**src/rtl/sram_like_arbiter_pkg.sv**
```systemverilog
// ============================================================================
// sram_like_arbiter_pkg: shared constants and helpers for the SRAM-like arbiter
// Rev 1.0
// ============================================================================
`default_nettype none

package sram_like_arbiter_pkg;

    localparam logic [1:0] SZ_B = 2'd0;
    localparam logic [1:0] SZ_H = 2'd1;
    localparam logic [1:0] SZ_W = 2'd2;
    localparam logic [1:0] SZ_D = 2'd3;

    localparam int DEF_OUT_DEPTH = 4;

    // Tag carries the channel index plus the write flag of the request.
    function automatic int tag_w(input int num_ch);
        return $clog2(num_ch) + 1;
    endfunction

endpackage

`default_nettype wire

```
**src/rtl/sram_like_arbiter_tag_fifo.sv**
```systemverilog
// ============================================================================
// sram_like_arbiter_tag_fifo: in-order tag FIFO, power-of-two depth
// Rev 1.0
// ============================================================================
`default_nettype none

module sram_like_arbiter_tag_fifo #(
    parameter int WIDTH = 2,
    parameter int DEPTH = 4
) (
    input  logic                     clk,
    input  logic                     resetn,
    input  logic                     push,
    input  logic [WIDTH-1:0]         push_data,
    input  logic                     pop,
    output logic [WIDTH-1:0]         pop_data,
    output logic                     full,
    output logic                     empty,
    output logic [$clog2(DEPTH):0]   count
);

    localparam int c_ptr_w = $clog2(DEPTH);
    localparam logic [c_ptr_w:0] c_full = (c_ptr_w + 1)'(DEPTH);

    logic [WIDTH-1:0]   r_mem [DEPTH];
    logic [c_ptr_w-1:0] r_wr_ptr;
    logic [c_ptr_w-1:0] r_rd_ptr;
    logic [c_ptr_w:0]   r_count;
    logic               w_push;
    logic               w_pop;

    assign full     = (r_count == c_full);
    assign empty    = (r_count == '0);
    assign count    = r_count;
    assign pop_data = r_mem[r_rd_ptr];
    assign w_push   = push & ~full;
    assign w_pop    = pop & ~empty;

    always_ff @(posedge clk) begin
        if (w_push) begin
            r_mem[r_wr_ptr] <= push_data;
        end
    end

    // Pointers wrap naturally because DEPTH is a power of two.
    always_ff @(posedge clk or negedge resetn) begin
        if (!resetn) begin
            r_wr_ptr <= '0;
            r_rd_ptr <= '0;
            r_count  <= '0;
        end else begin
            if (w_push) begin
                r_wr_ptr <= r_wr_ptr + c_ptr_w'(1);
            end
            if (w_pop) begin
                r_rd_ptr <= r_rd_ptr + c_ptr_w'(1);
            end
            case ({w_push, w_pop})
                2'b10:   r_count <= r_count + (c_ptr_w + 1)'(1);
                2'b01:   r_count <= r_count - (c_ptr_w + 1)'(1);
                default: r_count <= r_count;
            endcase
        end
    end

endmodule

`default_nettype wire

```
**src/rtl/sram_like_arbiter.sv**
```systemverilog
// ============================================================================
// sram_like_arbiter: N-channel SRAM-like request arbiter onto one memory port
// Rev 1.0
// ============================================================================
`default_nettype none

module sram_like_arbiter
    import sram_like_arbiter_pkg::*;
#(
    parameter int NUM_CH    = 2,
    parameter int DATA_W    = 32,
    parameter int ADDR_W    = 32,
    parameter int OUT_DEPTH = DEF_OUT_DEPTH,
    parameter int RR_MODE   = 1
) (
    input  logic                         clk,
    input  logic                         resetn,
    input  logic [NUM_CH-1:0]            ch_req,
    input  logic [NUM_CH-1:0]            ch_wr,
    input  logic [2*NUM_CH-1:0]          ch_size,
    input  logic [ADDR_W*NUM_CH-1:0]     ch_addr,
    input  logic [(DATA_W/8)*NUM_CH-1:0] ch_wstrb,
    input  logic [DATA_W*NUM_CH-1:0]     ch_wdata,
    output logic [NUM_CH-1:0]            ch_addr_ok,
    output logic [NUM_CH-1:0]            ch_data_ok,
    output logic [DATA_W-1:0]            ch_rdata,
    output logic                         mem_req,
    output logic                         mem_wr,
    output logic [1:0]                   mem_size,
    output logic [ADDR_W-1:0]            mem_addr,
    output logic [DATA_W/8-1:0]          mem_wstrb,
    output logic [DATA_W-1:0]            mem_wdata,
    input  logic                         mem_addr_ok,
    input  logic                         mem_data_ok,
    input  logic [DATA_W-1:0]            mem_rdata,
    output logic [$clog2(OUT_DEPTH):0]   outstanding,
    output logic                         proto_err
);

    localparam int c_id_w   = $clog2(NUM_CH);
    localparam int c_tag_w  = tag_w(NUM_CH);
    localparam int c_strb_w = DATA_W / 8;

    logic                r_lock;
    logic [c_id_w-1:0]   r_lock_idx;
    logic [c_id_w-1:0]   r_rr_ptr;
    logic                w_full;
    logic                w_empty;
    logic [c_tag_w-1:0]  w_head;
    logic [c_id_w-1:0]   w_head_id;
    logic                w_head_wr;
    logic [NUM_CH-1:0]   w_elig;
    logic [c_id_w-1:0]   w_base;
    logic [c_id_w:0]     w_idx;
    logic [c_id_w-1:0]   w_cand;
    logic [c_id_w-1:0]   w_sel;
    logic [c_id_w-1:0]   w_grant;
    logic                w_accept;
    logic                w_pop;

    assign w_elig  = ch_req & {NUM_CH{~w_full}};
    assign mem_req = resetn & (|w_elig);
    assign w_base  = (RR_MODE != 0) ? r_rr_ptr : '0;

    // Scan from the highest offset down so the lowest offset from w_base wins.
    always_comb begin
        w_sel  = '0;
        w_idx  = '0;
        w_cand = '0;
        for (int k = NUM_CH - 1; k >= 0; k--) begin
            w_idx = {1'b0, w_base} + (c_id_w + 1)'(k);
            if (w_idx >= (c_id_w + 1)'(NUM_CH)) begin
                w_idx = w_idx - (c_id_w + 1)'(NUM_CH);
            end
            w_cand = w_idx[c_id_w-1:0];
            if (w_elig[w_cand]) begin
                w_sel = w_cand;
            end
        end
    end

    assign w_grant    = r_lock ? r_lock_idx : w_sel;
    assign w_accept   = mem_req & mem_addr_ok;
    assign ch_addr_ok = w_accept ? (NUM_CH'(1) << w_grant) : '0;

    always_comb begin
        mem_wr    = 1'b0;
        mem_size  = '0;
        mem_addr  = '0;
        mem_wstrb = '0;
        mem_wdata = '0;
        for (int i = 0; i < NUM_CH; i++) begin
            if (w_grant == c_id_w'(i)) begin
                mem_wr    = ch_wr[i];
                mem_size  = ch_size[i*2 +: 2];
                mem_addr  = ch_addr[i*ADDR_W +: ADDR_W];
                mem_wstrb = ch_wstrb[i*c_strb_w +: c_strb_w];
                mem_wdata = ch_wdata[i*DATA_W +: DATA_W];
            end
        end
    end

    assign w_pop      = mem_data_ok & ~w_empty;
    assign w_head_id  = w_head[c_tag_w-1:1];
    assign w_head_wr  = w_head[0];
    assign ch_data_ok = w_pop ? (NUM_CH'(1) << w_head_id) : '0;
    // Write responses carry no data; return zero rather than bus noise.
    assign ch_rdata   = w_head_wr ? '0 : mem_rdata;

    sram_like_arbiter_tag_fifo #(
        .WIDTH (c_tag_w),
        .DEPTH (OUT_DEPTH)
    ) u_tag_fifo (
        .clk       (clk),
        .resetn    (resetn),
        .push      (w_accept),
        .push_data ({w_grant, mem_wr}),
        .pop       (w_pop),
        .pop_data  (w_head),
        .full      (w_full),
        .empty     (w_empty),
        .count     (outstanding)
    );

    always_ff @(posedge clk or negedge resetn) begin
        if (!resetn) begin
            r_lock     <= 1'b0;
            r_lock_idx <= '0;
            r_rr_ptr   <= '0;
            proto_err  <= 1'b0;
        end else begin
            if (w_accept) begin
                r_lock <= 1'b0;
            end else if (mem_req) begin
                r_lock     <= 1'b1;
                r_lock_idx <= w_grant;
            end
            if (w_accept && (RR_MODE != 0)) begin
                r_rr_ptr <= (w_grant == c_id_w'(NUM_CH - 1)) ? '0 : w_grant + c_id_w'(1);
            end
            if (mem_data_ok && w_empty) begin
                proto_err <= 1'b1;
            end
        end
    end

endmodule

`default_nettype wire

```
**config.mk**
```make
export PLATFORM = sky130hd
export DESIGN_NAME = sram_like_arbiter
export DESIGN_NICKNAME = d
export VERILOG_FILES = /design/src/rtl/sram_like_arbiter_pkg.sv /design/src/rtl/sram_like_arbiter_tag_fifo.sv /design/src/rtl/sram_like_arbiter.sv
export SDC_FILE = /design/constraint.sdc
export NUM_CORES = 1
export LEC_CHECK = 0
export CAP_MARGIN = 10
export CORE_AREA = 3 3 112 114
export CTS_BUF_LIST = sky130_fd_sc_hd__clkbuf_4 sky130_fd_sc_hd__clkbuf_8 sky130_fd_sc_hd__clkbuf_16
export CTS_CLUSTER_DIAMETER = 120
export CTS_CLUSTER_SIZE = 14
export DETAILED_ROUTE_END_ITERATION = 10
export DIE_AREA = 0 0 115 117
export MAX_ROUTING_LAYER = met4
export PLACE_DENSITY = 0.68
export SYNTH_ARGS = -nofsm -noshare
export SYNTH_HDL_FRONTEND = slang
export SYNTH_SLANG_ARGS = --single-unit
```
**constraint.sdc**
```tcl
create_clock -name clk -period 5.5 [get_ports clk]
set_input_delay 1.1 -clock clk [delete_from_list [all_inputs] [get_ports clk]]
set_output_delay 1.1 -clock clk [all_outputs]
set_load 0.01 [all_outputs]
```
After elaboration in Yosys (flattened, before gate mapping)
Memories as Yosys holds them, arrays and structs flattened.
Cells that the tools add are included.
{"block": "op_classes", "addsub": 8, "order_cmp": 4, "n_eq_ne": 3, "shifts": 2, "n_mux": 23, "bitwise_logic": 9, "reduce_logical": 6}
{"operator": "32-bit two-way mux", "n": 3}
{"operator": "1-bit two-way mux", "n": 15}
{"operator": "2-bit two-way mux", "n": 3}
{"operator": "3-bit one-hot mux with 2 select lines", "n": 1}
{"operator": "1-bit AND", "n": 5}
{"operator": "2-bit by 1-bit adder with 2-bit output, second input constant", "n": 2}
{"operator": "1-bit by 2-bit < comparator with 1-bit output, second input constant", "n": 2}
{"operator": "4-bit two-way mux", "n": 1}
{"operator": "2-bit nonzero test", "n": 2}
{"operator": "1-bit by 1-bit << shifter with 2-bit output, first input constant", "n": 2}
{"operator": "3-bit by 1-bit adder with 3-bit output, second input constant", "n": 1}
{"operator": "3-bit equality test, second input constant", "n": 1}
{"operator": "3-bit logical NOT", "n": 1}
{"operator": "1-bit inverter", "n": 3}
{"operator": "3-bit by 1-bit subtractor with 3-bit output, second input constant", "n": 1}
{"operator": "1-bit by 1-bit adder with 2-bit output, second input constant", "n": 1}
{"operator": "2-bit AND", "n": 1}
{"operator": "2-bit by 1-bit equality test with 1-bit output, second input constant", "n": 1}
{"operator": "2-bit equality test, second input constant", "n": 1}
{"operator": "1-bit by 2-bit greater-or-equal comparator with 1-bit output, second input constant", "n": 1}
{"operator": "2-bit greater-or-equal comparator, second input constant", "n": 1}
{"operator": "2-bit AND reduction", "n": 1}
{"operator": "2-bit OR reduction", "n": 1}
{"operator": "1-bit subtractor, second input constant", "n": 2}
{"operator": "2 further kinds", "n": 2}
{"block": "totals", "register_bits": 11, "mem_bits_rw": 8, "input_bits": 180, "out_inout_bits": 112, "wordCells": 63, "memories": 1}
{"memory": "u_tag_fifo.r_mem", "depth": 4, "width": 2, "rd": 1, "rd_clocked_by_memory_dff": 0, "write_ports": 1, "line_no": "sram_like_arbiter_tag_fifo.sv:25", "source": "logic [WIDTH-1:0] r_mem [DEPTH];"}

Longest topological paths before layout
{"block": "depth", "depth_word": 10, "depth_mapped": 10, "mapped_depth_nobuf": 9}

Modules after synthesis
A second synthesis with hierarchy kept.
{"block": "hier_totals", "hier_cells": 187, "hier_area_um2": 2050.7}
{"mod": "sram_like_arbiter", "instances": 1, "cells_per_inst": 140, "area_per_inst_um2": 1325.0, "seq_area_each_um2": 100.1}
{"mod": "sram_like_arbiter_tag_fifo", "instances": 1, "cells_per_inst": 47, "area_per_inst_um2": 725.7, "seq_area_each_um2": 415.4}

Worst setup path after synthesis
Ideal clock, no wire load.
{"block": "synth_timing", "path_type": "input port to output port", "startpoint": "input port ch_req[1]", "endpoint": "output port mem_addr[0]", "arrival_time_ns": 2.095, "t_required_ns": 4.400, "setup_slack_ns": 2.305, "cell_stages": 5, "n_path_buf": 2, "cell_sequence": "nor2b_1 > a32o_1 > buf_6 > buf_6 > mux2_4"}
{"block": "synth_via", "elab_chain_cells": 7, "word_cells_on_any_way": 9, "classes_between": "mux (8); bitwise (1)"}
{"item": "start, declared", "line_no": "sram_like_arbiter.sv:18", "source": "input logic [NUM_CH-1:0] ch_req,"}
{"item": "2-bit AND *", "line_no": "sram_like_arbiter.sv:61", "source": "assign w_elig = ch_req & {NUM_CH{~w_full}};"}
{"item": "1-bit two-way mux (not written as such) (2 in series)", "line_no": "sram_like_arbiter.sv:76", "source": "if (w_elig[w_cand]) begin"}
{"item": "1-bit two-way mux", "line_no": "sram_like_arbiter.sv:76"}
{"item": "1-bit two-way mux *", "line_no": "sram_like_arbiter.sv:76"}
{"item": "1-bit two-way mux *", "line_no": "sram_like_arbiter.sv:82", "source": "assign w_grant = r_lock ? r_lock_idx : w_sel;"}
{"item": "32-bit two-way mux *", "line_no": "sram_like_arbiter.sv:93", "source": "if (w_grant == c_id_w'(i)) begin"}
{"item": "end, declared", "line_no": "sram_like_arbiter.sv:30", "source": "output logic [ADDR_W-1:0] mem_addr,"}
Mark *: on every way between the ends. The rest lies on a longest branch, timed or not. The select of a mux whose other input is x is not followed.

Final worst setup path
{"block": "layout_timing", "startpoint": "input port ch_req[1]", "endpoint": "output port mem_size[0]"}
{"block": "layout_via", "elab_chain_cells": 7, "word_cells_on_any_way": 9, "classes_between": "mux (8); bitwise (1)"}
{"item": "2-bit AND *", "line_no": "sram_like_arbiter.sv:61"}
{"item": "1-bit two-way mux (not written as such) (2 in series)", "line_no": "sram_like_arbiter.sv:76"}
{"item": "1-bit two-way mux", "line_no": "sram_like_arbiter.sv:76"}
{"item": "1-bit two-way mux *", "line_no": "sram_like_arbiter.sv:76"}
{"item": "1-bit two-way mux *", "line_no": "sram_like_arbiter.sv:82"}
{"item": "2-bit two-way mux *", "line_no": "sram_like_arbiter.sv:93"}
{"item": "end, declared", "line_no": "sram_like_arbiter.sv:29", "source": "output logic [1:0] mem_size,"}
Marked as above.

==> results.py <==
metrics = {
    "timing": {
        "worst_pin_slew_ps": 536.8,
        "drv_slew": 0,
        "slew_headroom_pct": 64.21,
        "fmax_ghz": 0.2218,
        "finalHoldViolations": 0,
        "min_period_over_period_pct": 81.98,
        "final.setup.tns_ps": 0,
        "worst_hold_slack_ps": 455.2,
        "fin_crit_ps": 4509,
        "fin_worst_skew_ps": 5.214,
        "setup_viol": 0,
        "rsz0062_at_grt": "false",
    },
    "setup_path": {
        "cp-start-kind": "primary input",
        "crit_path_end_kind": "output port",
        "crit-reg2reg-launch": "u_tag_fifo.count[1]",
        "ff2ff_setup_slack_ps": 3060,
        "path_max_fanout": 30,
        "reg2reg_to": "u_tag_fifo.count[2]",
        "arrival_ps": 3410,
        "criticalPathCategory": "primary input to output port",
        "worstPathRequired_ps": 4400,
        "ff2ff_path_depth": 10,
    },
    "route": {
        "first_pass_iters": 4,
        "wl_per_cell_um": 16.64,
        "drtIter0Drc": 68,
        "drc": 0,
        "ant_nets": 0,
        "via_count": 2525,
        "postRouteWirelength_um": 10200,
        "viasPerCell": 4.119,
    },
    "logic_synthesis": {
        "synth_top_family_by_area": "multiplexers",
        "synth_xor_area_share_pct": 2.405,
        "avgSynthCellArea_um2": 11.94,
        "async_flop_share_pct": 57.89,
        "ys.flop_type": "dfrtp_1",
        "synthAdderAreaFrac_pct": 3.780,
        "synthesis.area_um2": 2185,
        "synth_nets": 369,
        "yosysSeqAreaShare_pct": 23.60,
        "muxShareOfSynthArea_pct": 48.00,
        "synth_cell_types": 29,
        "synth-simple-area-share_pct": 14.09,
        "yosys_warnings": 0,
        "synth_compound_area_share_pct": 2.692,
        "synth-edff-count": 8,
        "ys_ff_latch": 19,
        "synth_cells": 183,
    },
    "power": {
        "power_mw": 1.885,
        "p_per_area_nw_per_um2": 353.6,
        "power_leakage_nw": 2.093,
        "peakVddDrop_mv": 0.1696,
    },
    "die": {
        "fp.dieW_um": 115,
        "coreArea_um2": 11520,
        "die_area_um2": 13460,
        "rows": 39,
        "die_h_um": 117,
        "io_pins": 292,
        "start_util_pct": 18.97,
    },
    "global_routing": {
        "grt_util_all_layers_pct": 13.60,
        "grt_max_degree": 33,
        "grt.overflow.total": 0,
        "antenna_found_initial": 0,
        "grt_pass1_vias": 2666,
        "grt_pass1_wl_um": 13940,
    },
    "hold_path": {
        "whs_path_depth": 1,
        "hold_start": "proto_err",
        "hold_class": "register to register",
        "min_to": "proto_err",
    },
    "clock_tree": {
        "cts_made_buffers": 3,
        "clkLatencyLatePin_ps": 250,
        "post-cts-setup-buffer-count": 0,
        "clkTransAtPathRegs_ps": 50,
        "htreeDepth": 1,
        "postCtsHoldBufs": 0,
        "cts_resized": 0,
        "cts_tree": "built",
        "clockRootBuffer": "clkbuf_16",
        "clockBufferDepth": 2,
        "cts.sinks": 19,
    },
    "final_layout": {
        "multi_input_area_um2": 1562,
        "area_growth_syn_to_layout_pct": 144.0,
        "antenna_cells": 0,
        "drive_above_1_share_pct": 17.87,
        "num-nets-final": 657,
        "final-instance-count-excl-fill": 613,
        "nFillCells": 1051,
        "seq_area_um2": 515.5,
    },
    "place": {
        "place.gp.congestion": 0.7281,
        "portBuffers": 291,
        "dp_hpwl_um": 8975,
        "place_inst": 609,
    },
    "status": {
        "status": "complete, no violations",
    },
    "run": {
        "max_cap_viol_count": 0,
    },
}
==> how the worst max path moves through the flow <==
stage | slack (ps) | depth (start not counted) | to | startpoint
final | 990 | 6 | mem_size[0] | ch_req[1]
after global routing | 850 | 6 | mem_addr[24] | ch_req[1]
after CTS | 990 | 6 | mem_size[0] | ch_req[1]
after detailed placement | 990 | 6 | mem_size[0] | ch_req[1]
after global placement | 1010 | 6 | mem_addr[16] | ch_req[1]
after floorplan | 2300 | 5 | mem_addr[0] | ch_req[1]
==> metrics by stage <==
stage	instance area, µm²	util (%)	setup WS [ps]
after floorplan	2185	-	2305
after global placement	5250	45.59	1010
after detailed placement	5250	45.59	989.0
after CTS	5330	46.28	986.9
after global routing	5330	46.28	854.8
final	5330	46.28	991.3
==> sequential cells by signal, indices dropped and copies added, names as in the netlist <==
register             cells
r_rr_ptr                 1
u_tag_fifo.r_mem         8
proto_err                1
u_tag_fifo.r_wr_ptr      2
u_tag_fifo.r_rd_ptr      2
r_lock_idx               1
r_lock                   1
u_tag_fifo.count         3
==> worst max-delay path, stage by stage <==
cell and delay (ps):
clkdlybuf4s50_1 470, nor2b_1 210, a32o_4 480, buf_12 280
mux2_2 370, clkdlybuf4s50_1 480
==> metal layers <==
metal / wire length, µm / track usage (%)
met1: 3658 / 14.73
met2: 5377 / 25.35
met3: 978 / 2.776
met4: 187 / 3.443
met5: 0 / -
==> cell usage in the layout (no fill, tap or decap), drive strengths merged <==
cell type and instances:
a21o 1, a32o 1, and2 6, buf 4
clkbuf 3, clkdlybuf4s50 291, clkinv 1, dfrtp 11
edfxtp 8, fa 1, ha 5, inv 7
mux2 72, mux2i 2, mux4 2, nand2 1
nand2b 1, nand3 1, nor2 2, nor2b 35
nor3 1, nor3b 2, o21ai 1, o21ba 1
o31a 1, o41ai 2, or3b 1, xnor2 3
xor2 3
==> where the power goes <==
part,internal (mW),total (mW),switching (mW)
Combinational,0.915,1.49,0.572
Sequential,0.202,0.249,0.0477
Clock,0.0974,0.148,0.0507
==> cell usage after synthesis (2+ instances only) <==
cell,instances,area [µm²]
nor3b_1,2,15.01
dfrtp_1,11,275.3
clkbuf_1,4,15.01
o41ai_1,2,17.52
xnor2_1,3,26.28
and2_1,6,37.54
mux2_4,46,690.7
nor2b_1,35,219.0
mux4_2,2,45.04
mux2i_1,2,20.02
buf_2,2,10.01
buf_6,6,67.56
nor2_1,2,7.510
inv_1,7,26.28
mux2_2,26,292.8
edfxtp_1,8,240.2
ha_1,5,62.56
xor2_1,3,26.28
==> cells by family (layout without fill, tap and decap cells) <==
logic type	Yosys count	after routing
multiplexers	76	76
AND/OR/NAND/NOR	50	50
flip-flops	19	19
buffers and inverters	19	306
AO/OA/AOI/OAI	7	7
adder cells (fa/ha/maj)	6	6
XOR/XNOR	6	6
==> area by class of cell <==
cell class | count | share of cell area (%)
Clock buffer | 3 | 1.408
Clock inverter | 1 | 0.09390
Inverter | 7 | 0.4930
Multi-Input combinational cell | 145 | 29.30
Sequential cell | 19 | 9.671
Tap cell | 143 | 3.357
Timing Repair Buffer | 295 | 55.68
No activity file was read; power rests on OpenSTA's default activity.
